===== config.mk =====
export PLATFORM = sky130hd
export DESIGN_NAME = inst_encoder
export DESIGN_NICKNAME = d
export VERILOG_FILES = /design/src/rtl/inst_encoder.sv
export SDC_FILE = /design/constraint.sdc
export NUM_CORES = 1
export LEC_CHECK = 0
export CORE_MARGIN = 4
export CORE_UTILIZATION = 25
export DETAILED_ROUTE_END_ITERATION = 10
export PLACE_DENSITY = 0.52
export SYNTH_ARGS = -nofsm -noshare
export SYNTH_HDL_FRONTEND = slang
export SYNTH_SLANG_ARGS = --single-unit

===== constraint.sdc =====
create_clock -name clk -period 3.3 [get_ports clk]
set_clock_uncertainty 0.2 [all_clocks]
set_input_delay 0.33 -clock clk [delete_from_list [all_inputs] [get_ports clk]]
set_output_delay 0.33 -clock clk [all_outputs]
set_load 0.03 [all_outputs]

===== src/rtl/inst_encoder.sv =====
// ============================================================================
// inst_encoder
// ----------------------------------------------------------------------------
// Packs a format tag, register fields, funct fields and a 32-bit immediate
// into RV32I instruction words. It is the inverse of the decode-stage
// immediate generator. Every immediate is range-checked, and the LI
// pseudo-instruction is expanded into ADDI, LUI, or LUI followed by ADDI.
//
// Ports
//   clk         in   1  rising-edge clock
//   rst_n       in   1  asynchronous active-low reset
//   req_valid   in   1  request present
//   req_ready   out  1  request accepted when req_valid & req_ready
//   req_fmt     in   3  0 R, 1 I, 2 S, 3 B, 4 U, 5 J, 6 LI, 7 reserved
//   req_opcode  in   7  opcode (ignored for LI)
//   req_funct3  in   3  funct3 (ignored for U, J, LI)
//   req_funct7  in   7  funct7 (R only)
//   req_rd      in   5  destination register
//   req_rs1     in   5  source register 1
//   req_rs2     in   5  source register 2
//   req_imm     in  32  immediate as a full signed byte value
//   inst_valid  out  1  output word valid
//   inst_ready  in   1  downstream accepts the word on inst_valid & inst_ready
//   inst        out 32  encoded instruction word
//   inst_last   out  1  last word of the current request
//   inst_err    out  1  immediate out of range / misaligned, or reserved fmt
// ============================================================================
module inst_encoder (
    input  logic        clk,
    input  logic        rst_n,
    input  logic        req_valid,
    output logic        req_ready,
    input  logic [2:0]  req_fmt,
    input  logic [6:0]  req_opcode,
    input  logic [2:0]  req_funct3,
    input  logic [6:0]  req_funct7,
    input  logic [4:0]  req_rd,
    input  logic [4:0]  req_rs1,
    input  logic [4:0]  req_rs2,
    input  logic [31:0] req_imm,
    output logic        inst_valid,
    input  logic        inst_ready,
    output logic [31:0] inst,
    output logic        inst_last,
    output logic        inst_err
);

    typedef enum logic [2:0] {
        FMT_R    = 3'd0,
        FMT_I    = 3'd1,
        FMT_S    = 3'd2,
        FMT_B    = 3'd3,
        FMT_U    = 3'd4,
        FMT_J    = 3'd5,
        FMT_LI   = 3'd6,
        FMT_RSVD = 3'd7
    } fmt_t;

    typedef enum logic [1:0] {
        IDLE      = 2'd0,
        OUT_LAST  = 2'd1,
        OUT_FIRST = 2'd2
    } state_t;

    localparam logic [6:0] OP_OP_IMM = 7'h13;
    localparam logic [6:0] OP_LUI    = 7'h37;
    localparam logic [2:0] F3_ADDI   = 3'd0;
    localparam logic [4:0] REG_X0    = 5'd0;

    state_t      state;
    logic [31:0] pend;
    // Held low until the first clock after reset release, so that no request
    // is ever acknowledged while the block is (or has just been) in reset.
    logic        accept_en;

    fmt_t        fmt;
    logic        accept;

    // Range predicates: the value is representable in N signed bits when all
    // bits from N-1 upward are copies of the sign.
    logic        fits12;
    logic        fits13;
    logic        fits21;
    logic [19:0] li_hi;

    // Encoding of the request currently on the input port.
    logic [31:0] enc_word;
    logic        enc_err;
    logic        enc_two;
    logic [31:0] enc_pend;

    assign fmt    = fmt_t'(req_fmt);
    assign fits12 = (&req_imm[31:11]) | ~(|req_imm[31:11]);
    assign fits13 = (&req_imm[31:12]) | ~(|req_imm[31:12]);
    assign fits21 = (&req_imm[31:20]) | ~(|req_imm[31:20]);

    // The ADDI that follows the LUI sign-extends its 12-bit field, so the
    // upper part is rounded up whenever bit 11 is set.
    assign li_hi = req_imm[31:12] + {19'd0, req_imm[11]};

    assign req_ready = accept_en & (~inst_valid | (inst_ready & inst_last));
    assign accept    = req_valid & req_ready;

    always_comb begin
        enc_word = '0;
        enc_err  = 1'b0;
        enc_two  = 1'b0;
        enc_pend = '0;
        case (fmt)
            FMT_R: begin
                enc_word = {req_funct7, req_rs2, req_rs1, req_funct3,
                            req_rd, req_opcode};
            end
            FMT_I: begin
                enc_word = {req_imm[11:0], req_rs1, req_funct3,
                            req_rd, req_opcode};
                enc_err  = ~fits12;
            end
            FMT_S: begin
                enc_word = {req_imm[11:5], req_rs2, req_rs1, req_funct3,
                            req_imm[4:0], req_opcode};
                enc_err  = ~fits12;
            end
            FMT_B: begin
                enc_word = {req_imm[12], req_imm[10:5], req_rs2, req_rs1,
                            req_funct3, req_imm[4:1], req_imm[11], req_opcode};
                enc_err  = ~fits13 | req_imm[0];
            end
            FMT_U: begin
                enc_word = {req_imm[31:12], req_rd, req_opcode};
                enc_err  = |req_imm[11:0];
            end
            FMT_J: begin
                enc_word = {req_imm[20], req_imm[10:1], req_imm[11],
                            req_imm[19:12], req_rd, req_opcode};
                enc_err  = ~fits21 | req_imm[0];
            end
            FMT_LI: begin
                if (fits12) begin
                    enc_word = {req_imm[11:0], REG_X0, F3_ADDI,
                                req_rd, OP_OP_IMM};
                end else begin
                    enc_word = {li_hi, req_rd, OP_LUI};
                    if (|req_imm[11:0]) begin
                        enc_two  = 1'b1;
                        enc_pend = {req_imm[11:0], req_rd, F3_ADDI,
                                    req_rd, OP_OP_IMM};
                    end
                end
            end
            default: begin
                enc_word = '0;
                enc_err  = 1'b1;
            end
        endcase
    end

    always_ff @(posedge clk or negedge rst_n) begin
        if (!rst_n) begin
            state      <= IDLE;
            inst_valid <= 1'b0;
            inst       <= '0;
            inst_last  <= 1'b0;
            inst_err   <= 1'b0;
            pend       <= '0;
            accept_en  <= 1'b0;
        end else begin
            accept_en <= 1'b1;
            // req_ready can only be high in IDLE or in OUT_LAST with the word
            // being consumed, so an accept always means "load a new request".
            if (accept) begin
                inst_valid <= 1'b1;
                inst       <= enc_word;
                inst_last  <= ~enc_two;
                inst_err   <= enc_err;
                pend       <= enc_pend;
                state      <= enc_two ? OUT_FIRST : OUT_LAST;
            end else begin
                case (state)
                    OUT_FIRST: begin
                        if (inst_ready) begin
                            inst      <= pend;
                            inst_last <= 1'b1;
                            inst_err  <= 1'b0;
                            pend      <= '0;
                            state     <= OUT_LAST;
                        end
                    end
                    OUT_LAST: begin
                        if (inst_ready) begin
                            inst_valid <= 1'b0;
                            inst       <= '0;
                            inst_last  <= 1'b0;
                            inst_err   <= 1'b0;
                            state      <= IDLE;
                        end
                    end
                    default: begin
                        state <= IDLE;
                    end
                endcase
            end
        end
    end

endmodule

==> impl_metrics.py <==
metrics = {
    "critical_path": {
        "crit_family": "simple AND/OR/NAND/NOR gates",
        "r2r_slack_ns": 0.83,
        "r2r_start": "inst_valid",
        "crit_type": "in -> reg",
        "cp-end-kind": "register",
        "cp-endpoint": "pend[19]",
        "cp_num_cells": 7,
        "crit_buf_inv": 1,
        "startpoint": "req_imm[18]",
        "worstPathMaxFanout": 11,
        "crit_path_top_delay_cell": "or4_4",
        "r2r_cells": 7,
        "rr_endpoint": "inst[12]",
        "cpMostUsedCell": "or4_4",
        "arrival_ns": 2.79,
        "critPathRequiredTime_ns": 3.29,
        "crit_chain": "clkdlybuf4s50_1 -> or4_4 -> or4_4 -> o32ai_4 -> or2_1 -> nor2_2 -> a22o_1",
        "critical-path-max-stage-delay_ns": 0.58,
        "cp-start-kind": "primary input",
    },
    "die": {
        "die_area_mm2": 0.0168,
        "initial_utilization": 0.255,
        "core_mm2": 0.0145,
        "die_w_um": 129,
        "ios": 107,
        "rows": 44,
        "die_h_um": 129,
    },
    "outcome": {
        "run_status": "finished with violations",
        "failed_checks": "hold timing",
    },
    "global_route": {
        "grt-ovfl-total": 0,
        "antenna_found_initial": 0,
        "grt_start_max_net_pins": 57,
        "first_global_vias": 3777,
        "grt_pass1_wl_mm": 22.6,
        "grt_usage": 0.177,
    },
    "timing": {
        "period_minus_slack_ns": 2.80,
        "fmax_ghz": 0.358,
        "fin_hold_ws_ns": -0.00606,
        "finalSetupTns_ns": 0,
        "rsz0062_at_grt": "false",
        "setup_viol": 0,
        "final_hold_viol_count": 13,
        "timing.final.crit_share": 0.847,
        "worstMarginPinSlew_ns": 0.781,
        "slew_viol_final": 0,
        "slew-limit-headroom": 0.479,
    },
    "finish": {
        "multi_input_area_mm2": 0.00208,
        "register_area_mm2": 0.00140,
        "final_cell_mix": "clkdlybuf4s50_1, dfrtp_1, nand2_1",
        "fillers": 1502,
        "syn_to_final_growth_pct": 40.5,
        "drive_above_1_share": 0.0840,
        "fin_nets": 611,
        "diodes": 0,
        "final_common_cell": "clkdlybuf4s50_1",
        "instances_no_fill": 720,
        "fin_area_mm2": 0.00518,
    },
    "drt": {
        "drt_iter0_drc": 256,
        "antenna_left": 0,
        "dr.pass1.iters": 5,
        "vias_per_cell": 5.35,
        "drc": 0,
        "drt_wl_total_mm": 14.8,
        "detail_route.wl_per_cell_um": 20.6,
        "vias": 3849,
    },
    "placed_design": {
        "io_buffer_count": 106,
        "place_congestion": 0.883,
        "place_inst": 712,
        "place_area_mm2": 0.00503,
        "hpwl_mm": 11.2,
    },
    "hold_path": {
        "hold_class": "in -> async",
    },
    "synthesis": {
        "synth_edf_count": 0,
        "synth_ff_type": "dfrtp_1",
        "syn_area_per_cell_um2": 8.59,
        "synth.distinct_cells": 54,
        "yosys_warnings": 0,
        "synthCells": 429,
        "synth_area_mm2": 0.00369,
        "yosysSeqAreaShare": 0.380,
        "synth.net_count": 505,
        "ys_ff_latch": 56,
        "ys_async_sr_fraction": 1.00,
    },
    "power": {
        "irDropWorstVdd_mv": 0.330,
        "p_per_area_mw_per_mm2": 643,
        "cellLeakagePower_uw": 0.00204,
    },
    "cts": {
        "cts_tree": "built",
        "clkLatencyLatePin_ns": 0.30,
        "ctsLongestPathBuffers": 2,
        "htreeDepth": 2,
        "clk_pin_slew_worst_paths_ns": 0.07,
        "cts.hold.buffers_added": 0,
        "root_buffer": "clkbuf_16",
        "ctsResizeCount": 0,
        "cts_buffers": 5,
        "postCtsSetupBuffers": 0,
        "cts_sinks": 56,
    },
    "flow_run": {
        "maxCapViolations": 0,
    },
}
-- flip-flops by register name, summed over array words and instances (netlist names) --
register    flops
pend           18
inst_last       1
state           2
accept_en       1
inst_err        1
inst_valid      1
inst           32
-- worst min-delay path by stage --
stage                  start    endpoint  slack, ns  cells past startpoint
floorplan              rst_n   accept_en      -0.17                      0
global placement     inst[2]     inst[2]       0.27                      2
detailed placement  pend[26]    pend[26]       0.28                      1
CTS                    rst_n  inst_valid       0.02                      2
global route           rst_n  inst_valid       0.06                      2
finish                 rst_n  inst_valid     -0.006                      2
-- stage by stage --
stage | util | total power (uW) | worst slack, ns
global route | 0.358 | 3520 | 0.397
CTS | 0.358 | 3360 | 0.510
floorplan | - | 1990 | 0.663
finish | 0.358 | 3330 | 0.505
detailed placement | 0.347 | 2790 | 0.200
global placement | 0.347 | 2770 | 0.239
-- power by group --
part,internal (uW),switching (uW),leakage (uW)
logic,718,933,0.00125
clock network,304,268,0.0000701
registers,935,173,0.000716
total,1960,1370,0.00204
-- Yosys cell counts (2+ instances only) --
cell type,n,area [um2]
a211o_1,2,17.5
a211oi_1,5,37.5
a21o_1,3,22.5
a21oi_1,28,140
a221oi_1,12,105
a22o_1,17,149
a22oi_1,23,173
and2_1,2,12.5
and3_1,3,18.8
and4_1,3,26.3
buf_1,3,11.3
buf_6,3,33.8
clkbuf_1,25,93.8
dfrtp_1,56,1400
ha_1,5,62.6
inv_1,15,56.3
mux2_2,3,33.8
mux2i_1,7,70.1
nand2_1,42,158
nand2b_1,5,31.3
nand3_1,10,50.1
nand4_1,6,37.5
nor2_1,33,124
nor2b_1,4,25.0
nor3_1,8,40.0
nor3b_1,6,45.0
nor4_1,7,43.8
o211ai_1,3,22.5
o21ai_0,22,110
o21ai_1,3,15.0
o221ai_1,3,26.3
o22ai_1,19,119
or2_2,2,12.5
or3_1,2,12.5
or4_1,2,15.0
or4_4,2,22.5
xnor2_1,8,70.1
xor2_1,11,96.3
-- cells by family (layout without fill, tap and decap cells) --
logic type / Yosys count / in the layout / share of synthesized area
other: 1 / 1 / 0.00102
XOR/XNOR: 19 / 19 / 0.0451
multiplexers: 10 / 10 / 0.0282
flip-flops: 56 / 56 / 0.380
adder cells (fa/ha/maj): 5 / 5 / 0.0170
AND/OR/NAND/NOR: 141 / 141 / 0.191
AO/OA/AOI/OAI: 150 / 150 / 0.283
buffers and inverters: 47 / 154 / 0.0543
-- cell type report --
cell class,count,share of cell area
clock inverters,1,0.00145
flip-flops and latches,56,0.271
clock buffers,7,0.0275
repair buffers,131,0.243
well taps,184,0.0445
multi-input cells,326,0.403
inverters,15,0.0109
-- per-layer routing --
layer	wire (um)	GRT usage	part of all wire	vias to the layer above
li1	-	-	-	1811
met1	6700	0.251	0.45	1863
met2	6850	0.273	0.46	154
met3	907	0.0326	0.061	21
met4	366	0.0556	0.025	0
met5	0	0	0	-
(Power assumes the default switching activity.)
